$ cat src/rtl/ram16x4_bist_pkg.sv
// Shared encodings for the ram16x4 BIST: access-timer states, test phases
// and the expected-data function used for both writing and checking.
package ram16x4_bist_pkg;

    localparam logic [1:0] ST_IDLE   = 2'd0;
    localparam logic [1:0] ST_SETUP  = 2'd1;
    localparam logic [1:0] ST_STROBE = 2'd2;
    localparam logic [1:0] ST_HOLD   = 2'd3;

    typedef enum logic [1:0] {
        PH_W0 = 2'd0,
        PH_R0 = 2'd1,
        PH_W1 = 2'd2,
        PH_R1 = 2'd3
    } phase_t;

    localparam int EXP_W = 16;
    localparam int ERR_W = 6;

    function automatic logic is_write_phase(input phase_t ph);
        return (ph == PH_W0) || (ph == PH_W1);
    endfunction

    // Computed wide; callers truncate to their data width.
    function automatic logic [EXP_W-1:0] exp_data(
        input phase_t           ph,
        input logic [EXP_W-1:0] adrs,
        input logic [EXP_W-1:0] pattern,
        input logic             addr_xor
    );
        logic [EXP_W-1:0] base;
        base = ((ph == PH_W1) || (ph == PH_R1)) ? ~pattern : pattern;
        return addr_xor ? (base ^ adrs) : base;
    endfunction

endpackage

$ cat src/rtl/ram_access_seq.sv
// Per-access SETUP/STROBE/HOLD timer for the asynchronous RAM. Strobes are
// registered from the next state so the RAM pins never glitch.
module ram_access_seq
    import ram16x4_bist_pkg::*;
#(
    parameter int STROBE_CYC = 2
) (
    input  logic clk,
    input  logic _rst,
    input  logic go,
    input  logic is_write,
    output logic ce_n,
    output logic we_n,
    output logic oe_n,
    output logic wdrive,
    output logic sample,
    output logic last
);

    localparam int CW = (STROBE_CYC > 1) ? $clog2(STROBE_CYC) : 1;
    localparam logic [CW-1:0] CNT_LAST = CW'(STROBE_CYC - 1);

    logic [1:0]    state;
    logic [1:0]    next_state;
    logic [CW-1:0] cnt;
    logic          op_write;
    logic          next_write;
    logic          launch;

    assign launch     = go && ((state == ST_IDLE) || (state == ST_HOLD));
    assign next_write = launch ? is_write : op_write;
    assign sample     = (state == ST_STROBE) && (cnt == CNT_LAST) && !op_write;
    assign last       = (state == ST_HOLD);

    always_comb begin
        next_state = state;
        case (state)
            ST_IDLE:   if (go) next_state = ST_SETUP;
            ST_SETUP:  next_state = ST_STROBE;
            ST_STROBE: if (cnt == CNT_LAST) next_state = ST_HOLD;
            ST_HOLD:   next_state = go ? ST_SETUP : ST_IDLE;
            default:   next_state = ST_IDLE;
        endcase
    end

    always_ff @(posedge clk or negedge _rst) begin
        if (!_rst) begin
            state    <= ST_IDLE;
            cnt      <= '0;
            op_write <= 1'b0;
            ce_n     <= 1'b1;
            we_n     <= 1'b1;
            oe_n     <= 1'b1;
            wdrive   <= 1'b0;
        end else begin
            state    <= next_state;
            op_write <= next_write;
            cnt      <= (state == ST_STROBE) ? cnt + CW'(1) : '0;
            ce_n     <= (next_state == ST_IDLE);
            we_n     <= !((next_state == ST_STROBE) && next_write);
            oe_n     <= !((next_state == ST_STROBE) && !next_write);
            wdrive   <= (next_state != ST_IDLE) && next_write;
        end
    end

endmodule

$ cat src/rtl/ram16x4_bist.sv
// BIST initiator for ram16x4: march W0/R0/W1/R1 over all cells, counting
// read mismatches and latching the first failing address and data.
module ram16x4_bist
    import ram16x4_bist_pkg::*;
#(
    parameter int             AW         = 4,
    parameter int             DW         = 4,
    parameter logic [DW-1:0]  PATTERN    = '0,
    parameter bit             ADDR_XOR   = 1'b1,
    parameter int             STROBE_CYC = 2
) (
    input  logic             clk,
    input  logic             _rst,
    input  logic             start,
    output logic             busy,
    output logic             done,
    output logic             pass,
    output logic [ERR_W-1:0] err_count,
    output logic [AW-1:0]    first_fail_adrs,
    output logic [DW-1:0]    first_fail_data,
    output logic [AW-1:0]    adrs,
    output logic [DW-1:0]    ram_wdata,
    output logic             ram_wdrive,
    output logic             _ce,
    output logic             _we,
    output logic             _oe,
    input  logic [DW-1:0]    ram_dout
);

    phase_t        phase;
    phase_t        nxt_phase;
    phase_t        go_phase;
    logic [AW-1:0] nxt_adrs;
    logic [AW-1:0] go_adrs;
    logic [DW-1:0] cur_exp;
    logic [DW-1:0] go_exp;
    logic          start_ok;
    logic          final_access;
    logic          go;
    logic          go_write;
    logic          acc_sample;
    logic          acc_last;
    logic          mismatch;

    assign start_ok     = start && !busy;
    assign final_access = (phase == PH_R1) && (adrs == '1);
    assign nxt_adrs     = adrs + AW'(1);
    assign nxt_phase    = (adrs == '1) ? phase_t'(phase + 2'd1) : phase;

    // The next access is described one cycle early so the timer can
    // register its strobes for the cycle right after the HOLD edge.
    assign go_phase = start_ok ? PH_W0 : nxt_phase;
    assign go_adrs  = start_ok ? '0 : nxt_adrs;
    assign go_write = is_write_phase(go_phase);
    assign go       = start_ok || (busy && acc_last && !final_access);

    assign cur_exp  = DW'(exp_data(phase, EXP_W'(adrs), EXP_W'(PATTERN), ADDR_XOR));
    assign go_exp   = DW'(exp_data(go_phase, EXP_W'(go_adrs), EXP_W'(PATTERN), ADDR_XOR));
    assign mismatch = busy && acc_sample && (ram_dout != cur_exp);

    ram_access_seq #(
        .STROBE_CYC(STROBE_CYC)
    ) u_seq (
        .clk     (clk),
        ._rst    (_rst),
        .go      (go),
        .is_write(go_write),
        .ce_n    (_ce),
        .we_n    (_we),
        .oe_n    (_oe),
        .wdrive  (ram_wdrive),
        .sample  (acc_sample),
        .last    (acc_last)
    );

    always_ff @(posedge clk or negedge _rst) begin
        if (!_rst) begin
            busy            <= 1'b0;
            done            <= 1'b0;
            pass            <= 1'b0;
            err_count       <= '0;
            first_fail_adrs <= '0;
            first_fail_data <= '0;
            adrs            <= '0;
            ram_wdata       <= '0;
            phase           <= PH_W0;
        end else if (start_ok) begin
            busy            <= 1'b1;
            done            <= 1'b0;
            pass            <= 1'b0;
            err_count       <= '0;
            first_fail_adrs <= '0;
            first_fail_data <= '0;
            adrs            <= go_adrs;
            phase           <= go_phase;
            ram_wdata       <= go_exp;
        end else if (busy) begin
            if (mismatch) begin
                err_count <= err_count + ERR_W'(1);
                if (err_count == '0) begin
                    first_fail_adrs <= adrs;
                    first_fail_data <= ram_dout;
                end
            end
            if (acc_last) begin
                if (final_access) begin
                    busy <= 1'b0;
                    done <= 1'b1;
                    pass <= (err_count == '0);
                end else begin
                    adrs  <= nxt_adrs;
                    phase <= nxt_phase;
                    if (go_write) ram_wdata <= go_exp;
                end
            end
        end
    end

endmodule

$ cat config.mk
export PLATFORM = sky130hd
export DESIGN_NAME = ram16x4_bist
export DESIGN_NICKNAME = d
export VERILOG_FILES = /design/src/rtl/ram16x4_bist_pkg.sv /design/src/rtl/ram_access_seq.sv /design/src/rtl/ram16x4_bist.sv
export SDC_FILE = /design/constraint.sdc
export NUM_CORES = 1
export LEC_CHECK = 0
export BUFFER_PORTS_ARGS = -buffer_cell sky130_fd_sc_hd__buf_2
export CAP_MARGIN = 10
export CORE_ASPECT_RATIO = 1.5
export CORE_UTILIZATION = 49
export CTS_CLUSTER_DIAMETER = 200
export DETAILED_ROUTE_END_ITERATION = 10
export HOLD_SLACK_MARGIN = 0.05
export PLACE_DENSITY = 0.71
export SLEW_MARGIN = 10
export SYNTH_ARGS = -nofsm -noshare
export SYNTH_HDL_FRONTEND = slang
export SYNTH_SLANG_ARGS = --single-unit
$ cat constraint.sdc
create_clock -name clk -period 6.35 [get_ports clk]
set_input_delay 0.3175 -clock clk [delete_from_list [all_inputs] [get_ports clk]]
set_output_delay 0.3175 -clock clk [all_outputs]
set_load 0.01 [all_outputs]
==> results of run 1 <==
==> registers in the layout (all words and copies together) (netlist names), 2 cells and up <==
| name | cells |
|---|---|
| err_count | 6 |
| adrs | 4 |
| first_fail_adrs | 4 |
| first_fail_data | 4 |
| ram_wdata | 4 |
| phase | 2 |
| u_seq.state | 2 |
==> critical path, stage by stage, from the launching register on <==
cell,delay (ns)
dfrtp_1,0.44
nand2b_1,0.80
nand3_1,0.44
mux2_1,0.42
mux2_2,0.26
==> logic make-up after synthesis <==
group,synth area share [%]
fa+ha+maj,5.51
simple gates,20.4
xor+xnor,3.86
flops,43.0
buf+inv,6.67
mux,10.6
compound gates,9.98
==> synth_stat cells, types with 2 or more instances <==
| cell | instances | area, sq um |
|---|---|---|
| a21o_1 | 2 | 15.0 |
| a21oi_1 | 5 | 25.0 |
| a22oi_1 | 2 | 15.0 |
| a31o_2 | 2 | 17.5 |
| a31oi_1 | 3 | 18.8 |
| a32oi_1 | 2 | 17.5 |
| and3_1 | 3 | 18.8 |
| buf_2 | 2 | 10.0 |
| buf_6 | 3 | 33.8 |
| clkbuf_1 | 2 | 7.51 |
| dfrtp_1 | 32 | 801 |
| dfstp_2 | 3 | 78.8 |
| ha_1 | 9 | 113 |
| inv_1 | 15 | 56.3 |
| mux2_1 | 4 | 45.0 |
| mux2i_1 | 16 | 160 |
| nand2_1 | 21 | 78.8 |
| nand2b_1 | 5 | 31.3 |
| nand3_1 | 6 | 30.0 |
| nand4_1 | 3 | 18.8 |
| nor2_1 | 16 | 60.1 |
| nor2b_1 | 3 | 18.8 |
| nor3_1 | 3 | 15.0 |
| nor4_1 | 3 | 18.8 |
| o21ai_1 | 2 | 10.0 |
| xnor2_1 | 4 | 35.0 |
| xor2_1 | 5 | 43.8 |
==> final cells by class <==
cell class / instances / area [sq um] / share of cell area (%)
inverter: 15 / 56.3 / 2.45
timing repair buffer: 35 / 175 / 7.63
multi-input combinational: 141 / 1030 / 44.8
clock buffer: 8 / 100 / 4.36
tap: 45 / 56.3 / 2.45
sequential: 35 / 880 / 38.3
==> power groups by stage <==
stage	Sequential [uW]	Clock, uW	Combinational, uW
detailed placement	388	0	395
global placement	386	0	387
CTS	385	183	398
global route	398	194	442
floorplan	397	0	273
finish	384	179	393
==> metrics by stage <==
step | util (%) | hold slack (ns) | cell area [sq um]
6_report | 58.0 | 0.105 | 2300
5_1_grt | 58.0 | 0.162 | 2300
4_1_cts | 58.0 | 0.128 | 2300
3_5_place_dp | 55.5 | 0.442 | 2200
3_3_place_gp | 55.5 | 0.441 | 2200
2_1_floorplan | - | 0.0219 | 2040
==> worst paths after layout <==
path                                             endpoint  slack (ns)              from  depth (start not counted)
max                              ram_wdata[0]$_DFFE_PN0P_        3.87    busy$_DFF_PN0_                          4
min                              u_seq.state[0]$_DFF_PN0_        0.10              _rst                          1
max reg2reg                      ram_wdata[0]$_DFFE_PN0P_        3.87    busy$_DFF_PN0_                          4
min reg2reg                              done$_DFFE_PN0P_        0.47  done$_DFFE_PN0P_                          1
max in group asynchronous            phase[0]$_DFFE_PN0P_        5.77              _rst                          1
min in group clk           first_fail_data[2]$_DFFE_PN0P_        0.28       ram_dout[2]                          3
==> per-layer routing <==
| layer | vias up | track usage [%] |
|---|---|---|
| met5 | - | 0 |
| met4 | 0 | 7.69 |
| met3 | 6 | 4.49 |
| met2 | 41 | 35.1 |
| met1 | 758 | 22.3 |
| li1 | 757 | - |
==> impl_metrics.yaml, run 1 <==
routing:
  drt_iter0_markers: 30
  vias: 1562
  dr_wl_met2_um: 2240
  met1Wirelength_um: 1570
  viasPerCell: 5.60
  antenna_left: 0
  dr.pass1.iters: 5
  wl_per_cell_um: 14.5
  wl_um: 4040
  top_layer_used: "met4"
  wl_met3_um: 159
  remaining_drc_errors: 0
timing:
  maxSlewViolCount: 0
  worst_slew_pin_slew_ns: 0.995
  finalHoldViolations: 0
  rsz0062_at_grt: "false"
  setup_viol: 0
  max_freq_mhz: 403
  slew_headroom_pct: 33.7
  fin_crit_sh_pct: 39.0
  fin_tns_setup_ns: 0
  min_period_ns: 2.48
  skew_ns: 0.00321
  fin_ws_ns: 3.87
cts:
  clock_path_buffers: 2
  cts-htree-levels: 2
  clk_latency_ns: 0.28
  clockRootBuffer: "clkbuf_8"
  ctsHoldBuffers: 0
  clkSinkCount: 35
  postCtsResizedCells: 0
  cts_buffers: 5
  clk_pin_slew_ns: 0.07
  tritoncts: "built"
  post_cts_buffers: 0
placed_design:
  numPortBuffers: 35
  place_congestion: 0.818
  dpl.cell_count: 271
  place_hpwl_um: 2960
  dp_slack_ns: 3.87
yosys:
  async_flop_share_pct: 100
  ys_seq_elements: 35
  synth_fp_nets: 216
  synth_area_sq_mm: 0.00204
  netlist_instances: 200
  avgSynthCellArea_sq_um: 10.2
  synth-seq-area-share_pct: 43.0
  yosys_warnings: 0
  synth_edf_count: 0
  ys_types: 51
  synth_ff_type: "dfrtp_1"
global_routing:
  antenna_found_initial: 0
  grt_pass1_vias: 1345
  grt_max_degree: 36
  grt_pass1_wl_um: 6170
  track_usage_pct: 20.0
  grt_overflow: 0
power_and_ir_drop:
  seqPwrFrac_pct: 40.2
  netSwitchingPower_uw: 378
  power_density_mw_per_mm2: 416
  power_uw: 956
  p_comb_share_pct: 41.2
  p_clk_share_pct: 18.7
  internal-power_uw: 578
  peakVddDrop_mv: 0.274
  netSwitchingFraction_pct: 39.5
  p_leak_uw: 0.00124
setup_path:
  crit_path_start_kind: "flop"
  cp_max_fo: 27
  arrival_ns: 2.65
  worstPathRequired_ns: 6.52
  critPathKind: "reg -> reg"
  crit_path_end_kind: "flop"
cells_and_area:
  final_cells: 279
  diodes: 0
  nNetsFinal: 249
  final_common_cell: "buf_2"
  syn_to_final_growth_pct: 12.3
  fill_cells: 364
  drive_gt1_share_pct: 24.4
  final_cell_mix: "35 x buf_2, 32 x dfrtp_1, 21 x nand2_1"
run_status:
  status: "finished clean"
floorplanning:
  start_util_pct: 51.6
  die_h_um: 81.1
  placementRows: 28
  ios: 36
  core-area_sq_mm: 0.00396
  die-width_um: 54.7
  dieArea_sq_mm: 0.00444
worst_hold_path:
  hold_path.class: "in -> async"
job:
  drv_cap: 0
Power figures use the tool's default switching activity.
==> inputs of run 2 (changes only) <==
ABC_AREA = 1   (was not set)
PLACE_DENSITY = 0.74   (was 0.71)
clock period = 2.2 ns   (was 6.35 ns; I/O delays follow)
==> impl_metrics.yaml, run 2 <==
setup_path:
  worstPathRequired_ns: 2.38
  cp_slowest_cell: "dfrtp_1"
  cp_max_fo: 12
  arrival_ns: 2.00
  cp_slowest_stage_delay_ns: 0.37
  crit_path_end_kind: "flop"
  critPathKind: "reg -> reg"
  path_cells: "inv_1, ha_1, or2_1, nand2_1, nand3_2, nand2_4, nand2_1, nand2_1, nand2_1"
  critPathMostFrequentCell: "nand2_1"
  crit_path_start_kind: "flop"
  r2r_slack_ns: 0.38
cts:
  cts-htree-levels: 2
  clock_path_buffers: 2
  tritoncts: "built"
  clkSinkCount: 35
  postCtsResizedCells: 0
  clk_latency_ns: 0.29
  cts_buffers: 5
  clockRootBuffer: "clkbuf_8"
  clk_pin_slew_ns: 0.07
timing:
  fin_crit_sh_pct: 82.8
  max_freq_mhz: 549
  hold_ws_ns: 0.104
  fin_tns_setup_ns: 0
  slew_headroom_pct: 47.8
  setup_viol: 0
  worst_slew_pin_slew_ns: 0.784
  maxSlewViolCount: 0
  min_period_ns: 1.82
  skew_ns: 0.00729
  rsz0062_at_grt: "false"
  finalHoldViolations: 0
global_routing:
  antenna_found_initial: 0
  grt_max_degree: 36
  grt_pass1_vias: 1699
  track_usage_pct: 22.8
  grt_use_met2_pct: 36.2
  grt_overflow: 0
  grt-busiest-layer: "met2"
  grt_pass1_wl_um: 7270
  use_met3_pct: 5.49
  use_met1_pct: 27.3
cells_and_area:
  nNetsFinal: 303
  final_common_cell: "nand2_1"
  fill_cells: 395
  regMostFlops: "err_count"
  stdcell_area_sq_mm: 0.00230
  largest_register_ffs: 6
  drive_gt1_share_pct: 22.9
  final_cell_mix: "64 x nand2_1, 35 x buf_2, 32 x dfrtp_1"
  diodes: 0
  syn_to_final_growth_pct: 15.1
yosys:
  netlist_instances: 247
  async_flop_share_pct: 100
  yosys_warnings: 0
  synth_common_cells: "64 x nand2_1, 32 x dfrtp_1, 31 x inv_1"
  ys_seq_elements: 35
  synthTopCellsByArea: "dfrtp_1 40%, nand2_1 12%, inv_1 5.8%"
  ys_types: 27
  synth-seq-area-share_pct: 43.9
  synth_fp_nets: 263
  yosysMostFrequentCell: "nand2_1"
  avgSynthCellArea_sq_um: 8.11
  synth_area_sq_mm: 0.00200
  synth_top_area_share_pct: 40.0
  synth_edf_count: 0
  yosysTopAreaCell: "dfrtp_1"
  synth_ff_type: "dfrtp_1"
routing:
  vias: 1742
  viasPerCell: 5.23
  wl_um: 4290
  remaining_drc_errors: 0
  dr.pass1.iters: 4
  drt_iter0_markers: 58
  wl_per_cell_um: 12.9
  antenna_left: 0
placed_design:
  place_congestion: 0.889
  numPortBuffers: 35
  postPlaceCellArea_sq_mm: 0.00220
  place_hpwl_um: 3100
floorplanning:
  die_h_um: 80.3
  core-area_sq_mm: 0.00392
  placementRows: 28
  ios: 36
  dieArea_sq_mm: 0.00435
  die-width_um: 54.2
  start_util_pct: 51.1
worst_hold_path:
  hold_path.class: "in -> reg"
power_and_ir_drop:
  power_density_mw_per_mm2: 987
  p_leak_uw: 0.00127
  peakVddDrop_mv: 0.732
run_status:
  status: "finished clean"
job:
  drv_cap: 0
## run 2: cell types whose count changed after synthesis, sizes merged, moves of 6 or more
cell   change
nand3     +19
nor2       +6
nand4      +6
mux2i     -16
o21ai     +11
inv       +19
nand2     +49
## run 2: routing by layer
| metal | up-vias | wire length, um |
|---|---|---|
| met4 | 0 | 131 |
| met5 | - | 0 |
| met2 | 45 | 2150 |
| li1 | 864 | - |
| met3 | 16 | 189 |
| met1 | 817 | 1820 |
## run 2: cell type report
type                            count  area [sq um]  area share (%)
Sequential cell                    35           880            38.2
Clock buffer                        7          86.3            3.75
Multi-Input combinational cell    171           935            40.6
Inverter                           34           128            5.54
Timing Repair Buffer               40           215            9.34
Clock inverter                      1          5.00           0.217
Tap cell                           45          56.3            2.44
## run 2: cell families (layout without fill, tap and decap cells)
| family | Yosys count | count (layout) | share of synthesized area [%] |
|---|---|---|---|
| compound gates | 23 | 23 | 6.12 |
| flops | 35 | 35 | 43.9 |
| xor+xnor | 5 | 5 | 2.19 |
| fa+ha+maj | 9 | 9 | 5.62 |
| buf+inv | 41 | 82 | 9.43 |
| simple gates | 134 | 134 | 32.7 |
## run 2: path summary, 6_finish.rpt
path | startpoint | endpoint | depth (start not counted)
setup / recovery | phase[0]$_DFFE_PN0P_ | err_count[2]$_DFFE_PN0P_ | 9
hold / removal | start | busy$_DFF_PN0_ | 3
setup reg to reg | phase[0]$_DFFE_PN0P_ | err_count[2]$_DFFE_PN0P_ | 9
hold reg to reg | u_seq.cnt$_DFF_PN0_ | u_seq.cnt$_DFF_PN0_ | 1
max in group asynchronous | _rst | done$_DFFE_PN0P_ | 2
min in group asynchronous | _rst | err_count[5]$_DFFE_PN0P_ | 2
## run 2: through the flow
stage / worst slack [ns] / util (%) / power [uW] / cells
after global placement: 0.431 / 56.2 / 1780 / 324
after CTS: 0.365 / 58.7 / 2290 / 333
after floorplan: 0.661 / - / 1560 / 247
after global routing: 0.187 / 58.7 / 2470 / 333
after detailed placement: 0.405 / 56.2 / 1800 / 324
final: 0.379 / 58.7 / 2270 / 333
## run 2: repair_timing
item / CTS / global route
endpoints found under the hold margin: 32 / 0
hold buffers: 1 / 0
buffers inserted: 0 / 0
endpoints found under the setup margin: 0 / 0
## run 2: worst max-delay path, delay by kind of cell, from the launching register on
kind                       cells  cell delay, ns
adders and majority gates      1            0.20
buffers and inverters          1            0.09
DFF                            1            0.37
and+or+nand+nor                7            1.04
## run 2: where the power goes
group          internal (uW)  switching [uW]  leakage (uW)
Combinational            309             567      0.000783
Sequential               792             126      0.000439
Clock                    252             229     0.0000482
Total                   1350             921       0.00127
